## src/rtl/instr_fetch_unit.sv

```systemverilog
// -----------------------------------------------------------------------------
// instr_fetch_unit
//
// Instruction-side initiator for the 8-bit non-pipelined core. Holds the PC,
// fetches one 8-bit instruction at a time over a req/ack handshake, screens
// the 3-bit opcode against the decoder's legal set and presents legal words to
// the control unit over a valid/ready handshake. An illegal opcode (001, 010,
// 011) parks the unit in HALT, so the decoder never sees an undecodable word.
//
// Ports:
//   clk            in   system clock, rising edge
//   rst_n          in   asynchronous active-low reset
//   start          in   one-cycle pulse, begins fetching (IDLE only)
//   imem_req       out  fetch request to instruction memory
//   imem_addr      out  fetch address (equals pc)
//   imem_ack       in   memory returns valid imem_rdata this cycle
//   imem_rdata     in   instruction word
//   instr_valid    out  instr/opcode valid toward decode
//   instr_ready    in   decode/execute accepts the instruction
//   instr          out  registered instruction word
//   opcode         out  instr[7:5]
//   pc             out  address of the instruction held in instr
//   redirect_valid in   next PC is redirect_pc instead of pc+1
//   redirect_pc    in   redirect target
//   illegal_op     out  sticky, an illegal opcode was fetched
//   halted         out  high in the HALT state
// -----------------------------------------------------------------------------
module instr_fetch_unit #(
   parameter int                 ADDR_W   = 8,
   parameter logic [ADDR_W-1:0]  RESET_PC = '0
) (
   input  logic              clk,
   input  logic              rst_n,
   input  logic              start,
   output logic              imem_req,
   output logic [ADDR_W-1:0] imem_addr,
   input  logic              imem_ack,
   input  logic [7:0]        imem_rdata,
   output logic              instr_valid,
   input  logic              instr_ready,
   output logic [7:0]        instr,
   output logic [2:0]        opcode,
   output logic [ADDR_W-1:0] pc,
   input  logic              redirect_valid,
   input  logic [ADDR_W-1:0] redirect_pc,
   output logic              illegal_op,
   output logic              halted
);

   typedef enum logic [1:0] {
      S_IDLE  = 2'd0,
      S_FETCH = 2'd1,
      S_ISSUE = 2'd2,
      S_HALT  = 2'd3
   } state_t;

   state_t              state_q, state_d;
   logic [ADDR_W-1:0]   pc_q, pc_d;
   logic [7:0]          instr_q, instr_d;
   logic                illegal_q, illegal_d;

   // Legal opcodes: 000 ADD, 100 ADDI, 101 SW, 110 LW, 111 SLL.
   // Every opcode with the top bit set is legal, plus 000.
   function automatic logic is_legal(input logic [2:0] op);
      return op[2] | (op == 3'b000);
   endfunction

   always_comb begin
      state_d   = state_q;
      pc_d      = pc_q;
      instr_d   = instr_q;
      illegal_d = illegal_q;
      unique case (state_q)
         S_IDLE: begin
            if (start) state_d = S_FETCH;
         end
         S_FETCH: begin
            if (imem_ack) begin
               if (is_legal(imem_rdata[7:5])) begin
                  instr_d = imem_rdata;
                  state_d = S_ISSUE;
               end else begin
                  // The illegal word is never loaded; pc keeps its address.
                  illegal_d = 1'b1;
                  state_d   = S_HALT;
               end
            end
         end
         S_ISSUE: begin
            if (instr_ready) begin
               // Redirect wins over sequential increment; pc+1 wraps silently.
               pc_d    = redirect_valid ? redirect_pc : pc_q + ADDR_W'(1);
               state_d = S_FETCH;
            end
         end
         S_HALT: begin
            state_d = S_HALT;
         end
         default: begin
            state_d = S_IDLE;
         end
      endcase
   end

   always_ff @(posedge clk or negedge rst_n) begin
      if (!rst_n) begin
         state_q   <= S_IDLE;
         pc_q      <= RESET_PC;
         instr_q   <= 8'h00;
         illegal_q <= 1'b0;
      end else begin
         state_q   <= state_d;
         pc_q      <= pc_d;
         instr_q   <= instr_d;
         illegal_q <= illegal_d;
      end
   end

   // All handshake outputs decode the registered state only, so neither
   // imem_req nor instr_valid has a combinational path from ack/ready, and
   // the async reset drops them immediately.
   assign imem_req    = (state_q == S_FETCH);
   assign imem_addr   = pc_q;
   assign instr_valid = (state_q == S_ISSUE);
   assign instr       = instr_q;
   assign opcode      = instr_q[7:5];
   assign pc          = pc_q;
   assign illegal_op  = illegal_q;
   assign halted      = (state_q == S_HALT);

endmodule

```

## config.mk

```make
export PLATFORM = sky130hd
export DESIGN_NAME = instr_fetch_unit
export DESIGN_NICKNAME = d
export VERILOG_FILES = /design/src/rtl/instr_fetch_unit.sv
export SDC_FILE = /design/constraint.sdc
export NUM_CORES = 1
export LEC_CHECK = 0
export ABC_AREA = 1
export ABC_CLOCK_PERIOD_IN_PS = 1300
export BUFFER_PORTS_ARGS = -buffer_cell sky130_fd_sc_hd__buf_4
export CORE_MARGIN = 4
export CORE_UTILIZATION = 45
export DETAILED_ROUTE_END_ITERATION = 10
export HOLD_SLACK_MARGIN = 0.12
export PLACE_DENSITY = 0.86
export SYNTH_ARGS = -nofsm -noshare
export SYNTH_HDL_FRONTEND = slang
export SYNTH_SLANG_ARGS = --single-unit
```

## constraint.sdc

```tcl
create_clock -name clk -period 1.3 [get_ports clk]
set_input_delay 0.13 -clock clk [delete_from_list [all_inputs] [get_ports clk]]
set_output_delay 0.13 -clock clk [all_outputs]
set_load 0.005 [all_outputs]
```

==> impl_metrics.env, run 1 <==
export IMPL_post_cts_buffers=0
export IMPL_syn_area_um2=1080
export IMPL_drt_met1_wl_um=1080
export IMPL_p_sw_share_pct=38.1
export IMPL_clkPwrFrac_pct=9.7
export IMPL_vias=1148
export IMPL_slew_headroom_pct=77.2
export IMPL_viasPerCell=4.97
export IMPL_grt_pass1_vias=1078
export IMPL_worstSetupPathType="reg2out"
export IMPL_p_int_mw=1.90
export IMPL_setup_violations=0
export IMPL_yosysUniqueCellTypes=21
export IMPL_hp_class="in2reg"
export IMPL_skew_ns=0.00181
export IMPL_syn2layout_area_growth_pct=46.5
export IMPL_slew_viol_final=0
export IMPL_pwr_density_cell_nw_per_um2=1940
export IMPL_synth_top_cell_area_share_pct=44.0
export IMPL_leakage_nw=0.863
export IMPL_drt_total_wl_um=2730
export IMPL_ys_ff_latch=19
export IMPL_synth_cells=146
export IMPL_drt_pass1_iterations=4
export IMPL_io_pins=53
export IMPL_crit_required_ns=1.17
export IMPL_post_drt_wl_per_cell_um=11.8
export IMPL_tightestPinTransition_ns=0.342
export IMPL_synth_edf_count=0
export IMPL_holdWs_ns=0.139
export IMPL_grt_overflow_total=0
export IMPL_fmax_mhz=806
export IMPL_synth_most_common_cell="nand2_1"
export IMPL_r2r_slack_ns=0.11
export IMPL_hold_viol=0
export IMPL_cts_path_max_buffers=2
export IMPL_worst_setup_path_start_kind="flip-flop"
export IMPL_avgSynthCellArea_um2=7.40
export IMPL_cts_sinks=19
export IMPL_wl_met2_um=1330
export IMPL_async_flop_share_pct=100
export IMPL_grt_start_max_net_pins=20
export IMPL_fillers=177
export IMPL_clk_pin_slew_ns=0.10
export IMPL_combPwrFrac_pct=52.2
export IMPL_critPathMaxFanout=4
export IMPL_fin_crit_sh_pct=95.4
export IMPL_dr_max_layer_used="met4"
export IMPL_crit_arrival_ns=1.11
export IMPL_antenna_found_initial=0
export IMPL_tritoncts="built"
export IMPL_r2r_start="imem_addr[0]"
export IMPL_clk_latency_ns=0.30
export IMPL_diodes=0
export IMPL_tns_ns=0
export IMPL_synth_top_cell_by_area="dfrtp_1"
export IMPL_met3_length_um=280
export IMPL_dieArea_um2=3250
export IMPL_hpwl_um=2020
export IMPL_drive_gt1_share_pct=36.0
export IMPL_track_usage_pct=17.7
export IMPL_die_y_um=57.0
export IMPL_syn_nets=169
export IMPL_p_sw_mw=1.17
export IMPL_rsz0062_at_grt="false"
export IMPL_drv_cap=0
export IMPL_max_vdd_ir_drop_mv=1.30
export IMPL_port_buffers=52
export IMPL_core_um2=2250
export IMPL_initial_core_util_pct=47.9
export IMPL_r2r_cells=7
export IMPL_ys_warn_count=0
export IMPL_post_route_min_period_ns=1.24
export IMPL_crit_path_end_kind="output port"
export IMPL_synth_ff_type="dfrtp_1"
export IMPL_finish_net_count=227
export IMPL_cts_made_buffers=3
export IMPL_critPathLaunch="state_q[0]"
export IMPL_rows=17
export IMPL_cts_root_buf="clkbuf_4"
export IMPL_synthTopCellsByCount="nand2_1 (51), dfrtp_1 (19), nor2_1 (17)"
export IMPL_die_w_um=57.0
export IMPL_drt_initial_drc_count=22
export IMPL_status="finished, final reports clean"
export IMPL_setup_worst_path_end="instr_valid"
export IMPL_drc_errors=0
export IMPL_reg2reg_to="imem_addr[6]"
export IMPL_globalplace_congestion=0.774
export IMPL_htreeDepth=1
export IMPL_postRouteAntennaNets=0
export IMPL_p_seq_share_pct=38.2
export IMPL_ys_seq_area_share_pct=44.0
export IMPL_synth_area_top_cells="dfrtp_1 (44%), nand2_1 (18%), buf_4 (8.3%)"
export IMPL_grt_first_pass_wirelength_um=4520
==> metal layers <==
layer,vias to the layer above,global-route usage [%]
met5,-,0
li1,557,-
met4,0,6.29
met2,60,32.1
met1,526,19.7
met3,5,4.98
==> layout by cell type (no fill, tap or decap), drive strengths merged <==
cell type    count
buf             56
o31ai            1
dlygate4sd3     11
nand2           53
ha               1
dfrtp           19
nor2            18
o21bai           3
a21oi            7
clkbuf           4
o22ai            1
nand3            8
o21ai            6
inv             15
==> metrics by stage <==
stage	power, mW	util [%]	cells	instance area (um2)	setup slack (ns)
2_1_floorplan	1.97	-	146	1080	0.162
3_3_place_gp	2.66	63.4	216	1430	0.0854
3_5_place_dp	2.71	63.4	216	1430	0.0679
4_1_cts	3.05	69.5	231	1570	0.0193
5_1_grt	3.34	70.3	231	1580	0.000243
6_report	3.07	70.3	231	1580	0.0600
==> flip-flops by register name, indices dropped and copies added (netlist names) <==
register    flops
imem_addr       8
instr           8
state_q         2
illegal_op      1
==> how the worst min path moves through the flow <==
stage,startpoint,to,depth (start not counted)
final,redirect_pc[2],imem_addr[2],3
after global routing,redirect_pc[5],imem_addr[5],5
after CTS,redirect_pc[2],imem_addr[2],3
after detailed placement,rst_n,imem_addr[7],1
after global placement,rst_n,imem_addr[7],1
after floorplan,rst_n,illegal_op,0
==> critical path, stage by stage, from the launching register on <==
cell	delay, ns
dfrtp_1	0.40
buf_4	0.15
nor2_2	0.13
buf_4	0.13
==> cell type report <==
type	count	area, um2	share of cell area, %
Tap cell	28	35.0	2.21
Timing Repair Buffer	67	531	33.5
Clock buffer	4	26.3	1.66
Multi-Input combinational cell	98	452	28.5
Sequential cell	19	479	30.3
Inverter	15	61.3	3.87
==> power by group through the flow <==
stage               Clock, mW  Sequential, mW  Combinational [mW]
finish                  0.297            1.17                1.60
detailed placement          0            1.15                1.56
CTS                     0.309            1.16                1.59
global placement            0            1.14                1.51
global route            0.335            1.23                1.78
floorplan                   0            1.15               0.817
==> cell families (layout without fill, tap and decap cells) <==
kind of cell / count (synthesis) / in the layout / synth area share, %
simple gates: 79 / 79 / 30.0
compound gates: 18 / 18 / 9.72
flops: 19 / 19 / 44.0
fa+ha+maj: 1 / 1 / 1.16
buf+inv: 29 / 86 / 15.2
==> timing repair <==
| action | in CTS | in global routing |
|---|---|---|
| setup endpoints to repair | 0 | 9 |
| hold endpoints to repair | 30 | 0 |
| hold buffers | 11 | 0 |
| resized for setup | 0 | 10 |
(Power assumes the default switching activity.)
==> inputs of run 2 (changes only) <==
Settings changed: CORE_ASPECT_RATIO from default to 1.4.
==> run 2 against run 1 <==
Effect of this change:
- sequential share of layout area is 0.22 points higher
- core utilization is 0.20 points lower
- sequential power about the same
- clock power hardly changed
- largest power group unchanged
==> impl_metrics.env, run 2 (synthesis gave the netlist of run 1 again) <==
export IMPL_final_common_cell="buf_4"
export IMPL_grt_overflow_total=0
export IMPL_postRouteAntennaNets=0
export IMPL_core_um2=2230
export IMPL_io_pins=53
export IMPL_cts_sinks=19
export IMPL_leakage_nw=0.874
export IMPL_dieArea_um2=3260
export IMPL_fmax_mhz=821
export IMPL_instances_no_fill=225
export IMPL_final_area_um2=1560
export IMPL_slew_headroom_pct=78.0
export IMPL_slew_viol_final=0
export IMPL_hpwl_um=2060
export IMPL_track_usage_pct=18.2
export IMPL_crit_arrival_ns=1.09
export IMPL_finish_net_count=227
export IMPL_cts_root_buf="clkbuf_4"
export IMPL_hold_viol=0
export IMPL_drive_gt1_share_pct=33.0
export IMPL_diodes=0
export IMPL_layout_setup_ws_ns=0.0821
export IMPL_tritoncts="built"
export IMPL_viasPerCell=5.01
export IMPL_initial_core_util_pct=48.5
export IMPL_drc_errors=0
export IMPL_critPathMaxFanout=4
export IMPL_cts_made_buffers=3
export IMPL_hp_class="in2reg"
export IMPL_tns_ns=0
export IMPL_max_vdd_ir_drop_mv=1.21
export IMPL_post_route_min_period_ns=1.22
export IMPL_drt_pass1_iterations=6
export IMPL_post_cts_resized=0
export IMPL_clk_pin_slew_ns=0.11
export IMPL_multiInputGateArea_um2=442
export IMPL_dp_slack_ns=0.0391
export IMPL_worstSetupPathType="reg2out"
export IMPL_die_w_um=49.4
export IMPL_place_area_um2=1410
export IMPL_die_y_um=66.0
export IMPL_pwr_density_cell_nw_per_um2=1960
export IMPL_antenna_found_initial=0
export IMPL_grt_first_pass_wirelength_um=4610
export IMPL_cts_path_max_buffers=2
export IMPL_fin_crit_sh_pct=93.7
export IMPL_drt_total_wl_um=2750
export IMPL_drv_cap=0
export IMPL_crit_path_end_kind="output port"
export IMPL_htreeDepth=1
export IMPL_post_drt_wl_per_cell_um=12.2
export IMPL_skew_ns=0.00423
export IMPL_drt_initial_drc_count=20
export IMPL_fillers=199
export IMPL_rsz0062_at_grt="false"
export IMPL_port_buffers=52
export IMPL_grt_pass1_vias=1044
export IMPL_area_sequential_um2=475
export IMPL_vias=1127
export IMPL_crit_required_ns=1.17
export IMPL_dp_cells=208
export IMPL_final_cell_mix="buf_4 (56), nand2_1 (51), dfrtp_1 (19), nor2_1 (17), inv_1 (12)"
export IMPL_setup_violations=0
export IMPL_globalplace_congestion=0.901
export IMPL_clk_latency_ns=0.29
export IMPL_tightestPinTransition_ns=0.329
export IMPL_rows=20
export IMPL_syn2layout_area_growth_pct=44.3
export IMPL_status="finished, final reports clean"
export IMPL_grt_start_max_net_pins=20
export IMPL_worst_setup_path_start_kind="flip-flop"
-- run 2: cell count changes in the layout (fill, tap and decap cells not counted), sizes merged --
cell,change
clkinv,+2
clkbuf,-1
inv,-1
-- run 2: metal layers --
layer	routed length (um)	GRT usage, %	part of all wire (%)
met1	1010	18.6	37
met2	1490	35.9	54
met3	231	4.51	8.4
met4	10	5.19	0.36
met5	0	0	0
-- run 2: critical path, cell delays in order (launching register included) --
cell,delay (ns)
dfrtp_1,0.42
buf_4,0.15
nor2_4,0.11
buf_4,0.12
-- run 2: path summary, 6_finish.rpt --
path / startpoint / end / slack [ns] / cells past startpoint
min in group asynchronous: rst_n / imem_addr[2] / 0.23 / 2
max in group asynchronous: rst_n / instr[5] / 0.87 / 2
worst max register to register: state_q[1] / instr[1] / 0.10 / 8
worst min register to register: instr[4] / instr[4] / 0.50 / 2
worst max-delay path: state_q[1] / imem_req / 0.08 / 3
worst min-delay path: redirect_pc[5] / imem_addr[5] / 0.15 / 5
-- run 2: what timing repair did --
| action | 4_1_cts | 5_1_grt |
|---|---|---|
| endpoints found under the setup margin | 0 | 2 |
| hold buffers | 11 | 0 |
| setup buffers | 0 | 2 |
| endpoints found under the hold margin | 30 | 0 |
-- run 2: final cells by class --
type / count / area share [%]
Clock buffer: 3 / 1.44
Sequential cell: 19 / 30.5
Inverter: 15 / 3.69
Timing Repair Buffer: 67 / 34.0
Multi-Input combinational cell: 98 / 28.3
Tap cell: 22 / 1.76
Clock inverter: 1 / 0.321
-- run 2: stage by stage --
| step | util (%) | hold slack [ns] | power, mW |
|---|---|---|---|
| 6_report | 70.1 | 0.146 | 3.06 |
| 5_1_grt | 70.1 | 0.146 | 3.34 |
| 4_1_cts | 69.4 | 0.134 | 3.04 |
| 3_5_place_dp | 63.2 | 0.0200 | 2.70 |
| 3_3_place_gp | 63.2 | 0.0167 | 2.64 |
| 2_1_floorplan | - | -0.166 | 1.97 |
-- run 2: power by group --
part	internal [mW]	switching, mW
registers	0.867	0.284
clock network	0.114	0.183
logic	0.907	0.703
total	1.89	1.17
